--- src/rtl/motor_pkg.sv ---
// Shared definitions for motor-channel blocks: FSM state encodings, default duty width
// and helpers used by the PWM sequencer and its neighbours.
package motor_pkg;

    localparam int unsigned DW_DEFAULT = 3;

    typedef enum logic [1:0] {
        ST_IDLE = 2'd0,
        ST_RAMP = 2'd1,
        ST_RUN  = 2'd2,
        ST_STOP = 2'd3
    } state_e;

    typedef logic [DW_DEFAULT-1:0] duty_t;

    // Duty is in motion while ramping toward the target or winding down to zero.
    function automatic logic is_busy(input state_e s);
        return (s == ST_RAMP) || (s == ST_STOP);
    endfunction

endpackage

--- src/rtl/pwm_period_counter.sv ---
// Free-running PWM period counter with a registered boundary flag that is high exactly
// while the counter holds its maximum value.
module pwm_period_counter
    import motor_pkg::*;
#(
    parameter int unsigned DW = DW_DEFAULT
) (
    input  logic          clk,
    input  logic          rst,
    output logic [DW-1:0] counter,
    output logic          bnd
);

    localparam logic [DW-1:0] MAX = '1;

    logic [DW-1:0] cnt_q, cnt_d;
    logic          bnd_q, bnd_d;

    always_comb begin
        cnt_d = cnt_q + DW'(1);
        // Flag is computed from the next count so it lines up with counter == MAX.
        bnd_d = (cnt_d == MAX);
    end

    always_ff @(posedge clk or posedge rst) begin
        if (rst) begin
            cnt_q <= '0;
            bnd_q <= 1'b0;
        end else begin
            cnt_q <= cnt_d;
            bnd_q <= bnd_d;
        end
    end

    assign counter = cnt_q;
    assign bnd     = bnd_q;

endmodule

--- src/rtl/pwm_ramp_sequencer.sv ---
// Soft-start/soft-stop sequencer for one PWM channel: steps the applied duty one LSB at a
// time toward a latched target, only on PWM period boundaries.
module pwm_ramp_sequencer
    import motor_pkg::*;
#(
    parameter int unsigned DW           = DW_DEFAULT,
    parameter int unsigned STEP_PERIODS = 2
) (
    input  logic          clk,
    input  logic          rst,
    input  logic          en,
    input  logic [DW-1:0] duty,
    output logic [DW-1:0] counter,
    output logic [DW-1:0] dc,
    output logic          pwm,
    output logic          busy,
    output logic [1:0]    state
);

    localparam int unsigned SCW     = (STEP_PERIODS > 1) ? $clog2(STEP_PERIODS) : 1;
    localparam logic [SCW-1:0] SC_LAST = SCW'(STEP_PERIODS - 1);

    state_e         state_q, state_d;
    logic [DW-1:0]  dc_q, dc_d;
    logic [DW-1:0]  tgt_q, tgt_d;
    logic [SCW-1:0] sc_q, sc_d;
    logic           pwm_q, pwm_d;

    logic [DW-1:0]  cnt;
    logic           bnd;
    logic [DW-1:0]  tgt_nxt;
    logic [DW-1:0]  goal;
    logic [DW-1:0]  dc_step;
    logic           step_fire;

    pwm_period_counter #(
        .DW(DW)
    ) u_period (
        .clk    (clk),
        .rst    (rst),
        .counter(cnt),
        .bnd    (bnd)
    );

    always_comb begin
        tgt_nxt   = (en && (duty != '0)) ? duty : tgt_q;
        goal      = (state_q == ST_STOP) ? '0 : tgt_nxt;
        step_fire = (sc_q == SC_LAST);
        // One LSB toward the goal; equality holds, so the step saturates without wrap.
        if (dc_q < goal) begin
            dc_step = dc_q + DW'(1);
        end else if (dc_q > goal) begin
            dc_step = dc_q - DW'(1);
        end else begin
            dc_step = dc_q;
        end
    end

    always_comb begin
        state_d = state_q;
        dc_d    = dc_q;
        tgt_d   = tgt_q;
        sc_d    = sc_q;
        if (bnd) begin
            tgt_d = tgt_nxt;
            if (state_q == ST_IDLE) begin
                sc_d = '0;
                dc_d = '0;
            end else begin
                sc_d = step_fire ? '0 : sc_q + SCW'(1);
                if (step_fire) begin
                    dc_d = dc_step;
                end
            end
            unique case (state_q)
                ST_IDLE: begin
                    if (en && (tgt_nxt != '0)) begin
                        state_d = ST_RAMP;
                    end
                end
                ST_RAMP, ST_RUN: begin
                    if (!en) begin
                        state_d = ST_STOP;
                    end else if (dc_d == tgt_nxt) begin
                        state_d = ST_RUN;
                    end else begin
                        state_d = ST_RAMP;
                    end
                end
                ST_STOP: begin
                    if (en) begin
                        state_d = ST_RAMP;
                    end else if (dc_d == '0) begin
                        state_d = ST_IDLE;
                    end
                end
            endcase
        end
    end

    // Compare uses the pre-edge dc, so a new duty shows up from counter 0 of the next period.
    always_comb begin
        pwm_d = (cnt < dc_q);
    end

    always_ff @(posedge clk or posedge rst) begin
        if (rst) begin
            state_q <= ST_IDLE;
            dc_q    <= '0;
            tgt_q   <= '0;
            sc_q    <= '0;
            pwm_q   <= 1'b0;
        end else begin
            state_q <= state_d;
            dc_q    <= dc_d;
            tgt_q   <= tgt_d;
            sc_q    <= sc_d;
            pwm_q   <= pwm_d;
        end
    end

    assign counter = cnt;
    assign dc      = dc_q;
    assign pwm     = pwm_q;
    assign busy    = is_busy(state_q);
    assign state   = state_q;

endmodule

--- config.mk ---
export PLATFORM = sky130hd
export DESIGN_NAME = pwm_ramp_sequencer
export DESIGN_NICKNAME = d
export VERILOG_FILES = /design/src/rtl/motor_pkg.sv /design/src/rtl/pwm_period_counter.sv /design/src/rtl/pwm_ramp_sequencer.sv
export SDC_FILE = /design/constraint.sdc
export NUM_CORES = 1
export LEC_CHECK = 0
export ABC_AREA = 1
export CAP_MARGIN = 20
export CELL_PAD_IN_SITES_DETAIL_PLACEMENT = 0
export CELL_PAD_IN_SITES_GLOBAL_PLACEMENT = 1
export CORE_UTILIZATION = 40
export DETAILED_ROUTE_END_ITERATION = 7
export HOLD_SLACK_MARGIN = 0.05
export PLACE_DENSITY = 0.78
export RECOVER_POWER = 100
export SYNTH_ARGS = -nofsm -noshare
export SYNTH_HDL_FRONTEND = slang
export SYNTH_HIERARCHICAL = 1
export SYNTH_SLANG_ARGS = --single-unit
--- constraint.sdc ---
create_clock -name clk -period 5.7 [get_ports clk]
set_clock_uncertainty 0.2 [all_clocks]
set_input_delay 1.425 -clock clk [delete_from_list [all_inputs] [get_ports clk]]
set_output_delay 1.425 -clock clk [all_outputs]
set_load 0.05 [all_outputs]
==> impl_metrics.tcl <==
set metrics [dict create \
    grt_pass1_vias 846 \
    drive_gt1_share_pct 13.13 \
    hold_buffers 0 \
    cp_slowest_stage_delay_ns 0.63 \
    finalWeightedCongestion 0.8513 \
    grt_max_degree 13 \
    rows 18 \
    syn_avg_cell_area_sq_um 7.481 \
    clockBufferDepth 2 \
    place_ws_ns 1.562 \
    numCtsBuffers 3 \
    die_area_sq_um 2866 \
    worstMarginPinSlew_ns 0.5015 \
    cts.sinks 14 \
    antenna_left 0 \
    synth_fp_nets 160 \
    leakagePower_nw 0.6712 \
    hold_ws_ns 0.2967 \
    first_pass_iters 4 \
    path_common_cell "nand2_1" \
    io_pins 16 \
    setup_viol 0 \
    drt_iter0_drc 22 \
    routed_wirelength_mm 2.184 \
    drv_cap 0 \
    layout-area-overhead-vs-synth_pct 19.08 \
    slowest_stage "dlygate4sd3_1" \
    start_util_pct 42.49 \
    crit_end "state[1]$_DFFE_PP0P_" \
    diodes 0 \
    r2r-end "state[1]$_DFFE_PP0P_" \
    portBuffers 15 \
    period_needed_ns 4.278 \
    synth_seq_cells 14 \
    overflow 0 \
    critPathKind "in2reg" \
    r2r_slack_ns 3.00 \
    die_width_um 53.54 \
    dr_total_vias 938 \
    yosysUniqueCellTypes 21 \
    clk_latency_ns 0.28 \
    crit_path_cell_trace "dlygate4sd3_1 > nand2_1 > o21ai_0 > inv_1 > nand2_1 > ha_1 > a21oi_1 > nand2_1 > nand2_1 > nand2_2 > nand2_1 > nand3_2 > nand2_1 > nand2_1 > nand3_1 > and2_1 > o21ai_2" \
    syn_inst 142 \
    core_area_sq_um 2500 \
    fin_setup_tns_ns 0 \
    grtUsageTotal_pct 18.30 \
    fin_cells 190 \
    cts_resized 0 \
    hpwl_mm 1.797 \
    antenna_found_initial 0 \
    drc 0 \
    period_share_pct 75.05 \
    nets 179 \
    wl_per_cell_um 11.49 \
    r2r_start "state[1]$_DFFE_PP0P_" \
    path_max_fanout 6 \
    yosysSeqAreaShare_pct 32.98 \
    fill_cells 259 \
    hold_viol 0 \
    reg2reg_depth 15 \
    grt_pass1_wl_mm 3.726 \
    place_inst 186 \
    cts_root_buf "clkbuf_4" \
    yosys_warnings 6 \
    slew_headroom_pct 66.46 \
    crit_path_end_kind "flip-flop" \
    setup_ws_ns 1.422 \
    power.density_nw_per_um2 516.8 \
    status "complete, no violations" \
    cp_data_required_time_ns 5.68 \
    irDropWorstVdd_mv 0.3795 \
    startpoint_type "input port" \
    maxSlewViolCount 0 \
    critPathLaunch "en" \
    cts_post_setup_buffers_inserted 0 \
    rsz0062_at_grt "false" \
    viasPerCell 4.937 \
    cts_max_level 1 \
    tritoncts "done" \
    cp.arrival_ns 4.26 \
    hold_path_class "reg2reg" \
    synth_area_sq_um 1062 \
    clkSlewWorstSetupHoldPaths_ns 0.10 \
    max_freq_mhz 233.8 \
    die_h_um 53.54 \
]
==> how the worst min path moves through the flow <==
stage / start / to / slack (ns) / cells past startpoint
after CTS: tgt_q[2]$_DFFE_PP0P_ / tgt_q[2]$_DFFE_PP0P_ / 0.30 / 2
after global placement: tgt_q[2]$_DFFE_PP0P_ / tgt_q[2]$_DFFE_PP0P_ / 0.28 / 2
after detailed placement: tgt_q[2]$_DFFE_PP0P_ / tgt_q[2]$_DFFE_PP0P_ / 0.28 / 2
after global routing: tgt_q[2]$_DFFE_PP0P_ / tgt_q[2]$_DFFE_PP0P_ / 0.32 / 2
final: tgt_q[2]$_DFFE_PP0P_ / tgt_q[2]$_DFFE_PP0P_ / 0.30 / 2
after floorplan: tgt_q[2]$_DFFE_PP0P_ / tgt_q[2]$_DFFE_PP0P_ / 0.25 / 2
==> where the power goes <==
part	internal, mW	leakage (nW)	switching, mW
sequential	0.123	0.171	0.0280
combinational	0.140	0.480	0.288
clock	0.0388	0.0210	0.0351
total	0.303	0.671	0.351
==> layer usage <==
layer	vias to the layer above	part of all wire, %	global-route usage (%)
met5	-	0	0
met1	425	51	25.83
met3	2	3.5	3.390
li1	489	-	-
met2	22	45	28.33
met4	0	0.60	5.263
==> synth_stat cells <==
master / n / area, sq um
nand2_2: 7 / 43.79
o21a_1: 1 / 7.510
buf_1: 1 / 3.750
nor2_2: 1 / 6.260
dfrtp_1: 14 / 350.3
o21ai_0: 7 / 35.03
nand3_1: 10 / 50.05
nand4_1: 6 / 37.54
o21ai_2: 2 / 17.52
a21oi_1: 2 / 10.01
clkinv_1: 1 / 3.750
a21oi_2: 3 / 26.28
nand2_1: 34 / 127.6
inv_1: 24 / 90.09
o21ai_1: 2 / 10.01
or2_2: 1 / 6.260
nor2_1: 4 / 15.01
inv_2: 4 / 15.01
nand3_2: 5 / 50.05
ha_1: 12 / 150.1
and2_1: 1 / 6.260
==> layout by cell type, fill, tap and decap left out <==
| cell type | netlist | routed |
|---|---|---|
| a21oi_1 | 2 | 3 |
| a21oi_2 | 3 | 2 |
| and2_1 | 1 | 1 |
| clkbuf_4 | 0 | 3 |
| clkbuf_8 | 0 | 1 |
| clkdlybuf4s50_1 | 0 | 3 |
| clkinv_1 | 1 | 1 |
| dfrtp_1 | 14 | 14 |
| dlygate4sd3_1 | 0 | 12 |
| ha_1 | 12 | 12 |
| inv_1 | 24 | 24 |
| inv_2 | 4 | 4 |
| nand2_1 | 34 | 38 |
| nand2_2 | 7 | 3 |
| nand3_1 | 10 | 10 |
| nand3_2 | 5 | 5 |
| nand4_1 | 6 | 6 |
| nor2_1 | 4 | 4 |
| nor2_2 | 1 | 1 |
| o21a_1 | 1 | 1 |
| o21ai_0 | 7 | 10 |
| o21ai_2 | 2 | 1 |
| or2_2 | 1 | 1 |
==> worst max-delay path: cells and delay by family <==
family,cells,cell delay (ns)
adder cells (fa/ha/maj),1,0.26
AO/OA/AOI/OAI,3,0.66
AND/OR/NAND/NOR,11,1.19
buffers and inverters,2,0.75
==> per-stage QoR <==
stage | total power, mW | utilization [%] | instance area (sq um)
floorplan | 0.4940 | - | 1062
global placement | 0.5982 | 49.85 | 1246
detailed placement | 0.6043 | 49.85 | 1246
CTS | 0.6804 | 51.30 | 1282
global route | 0.7128 | 50.60 | 1265
finish | 0.6538 | 50.60 | 1265
==> flip-flops by register name (all words and copies together) (netlist names) <==
name,cells
dc,3
pwm,1
sc_q,1
state,2
tgt_q,3
u_period/bnd,1
u_period/counter,3
==> cell families (layout without fill, tap and decap cells) <==
family                     after synthesis  in the layout  synth area share [%]
adders and majority gates               12             12                 14.13
AOI/OAI and AO/OA                       17             17                 10.01
buffers and inverters                   30             48                 10.60
DFF                                     14             14                 32.98
and+or+nand+nor                         69             69                 32.27
==> final cells by class <==
class | instances | area, sq um | share of cell area, %
clock buffers | 4 | 36.28 | 2.868
inverters | 29 | 108.9 | 8.605
multi-input cells | 98 | 581.8 | 45.99
flip-flops and latches | 14 | 350.3 | 27.70
well taps | 30 | 37.54 | 2.967
repair buffers | 15 | 150.1 | 11.87
(Power assumes the default switching activity.)
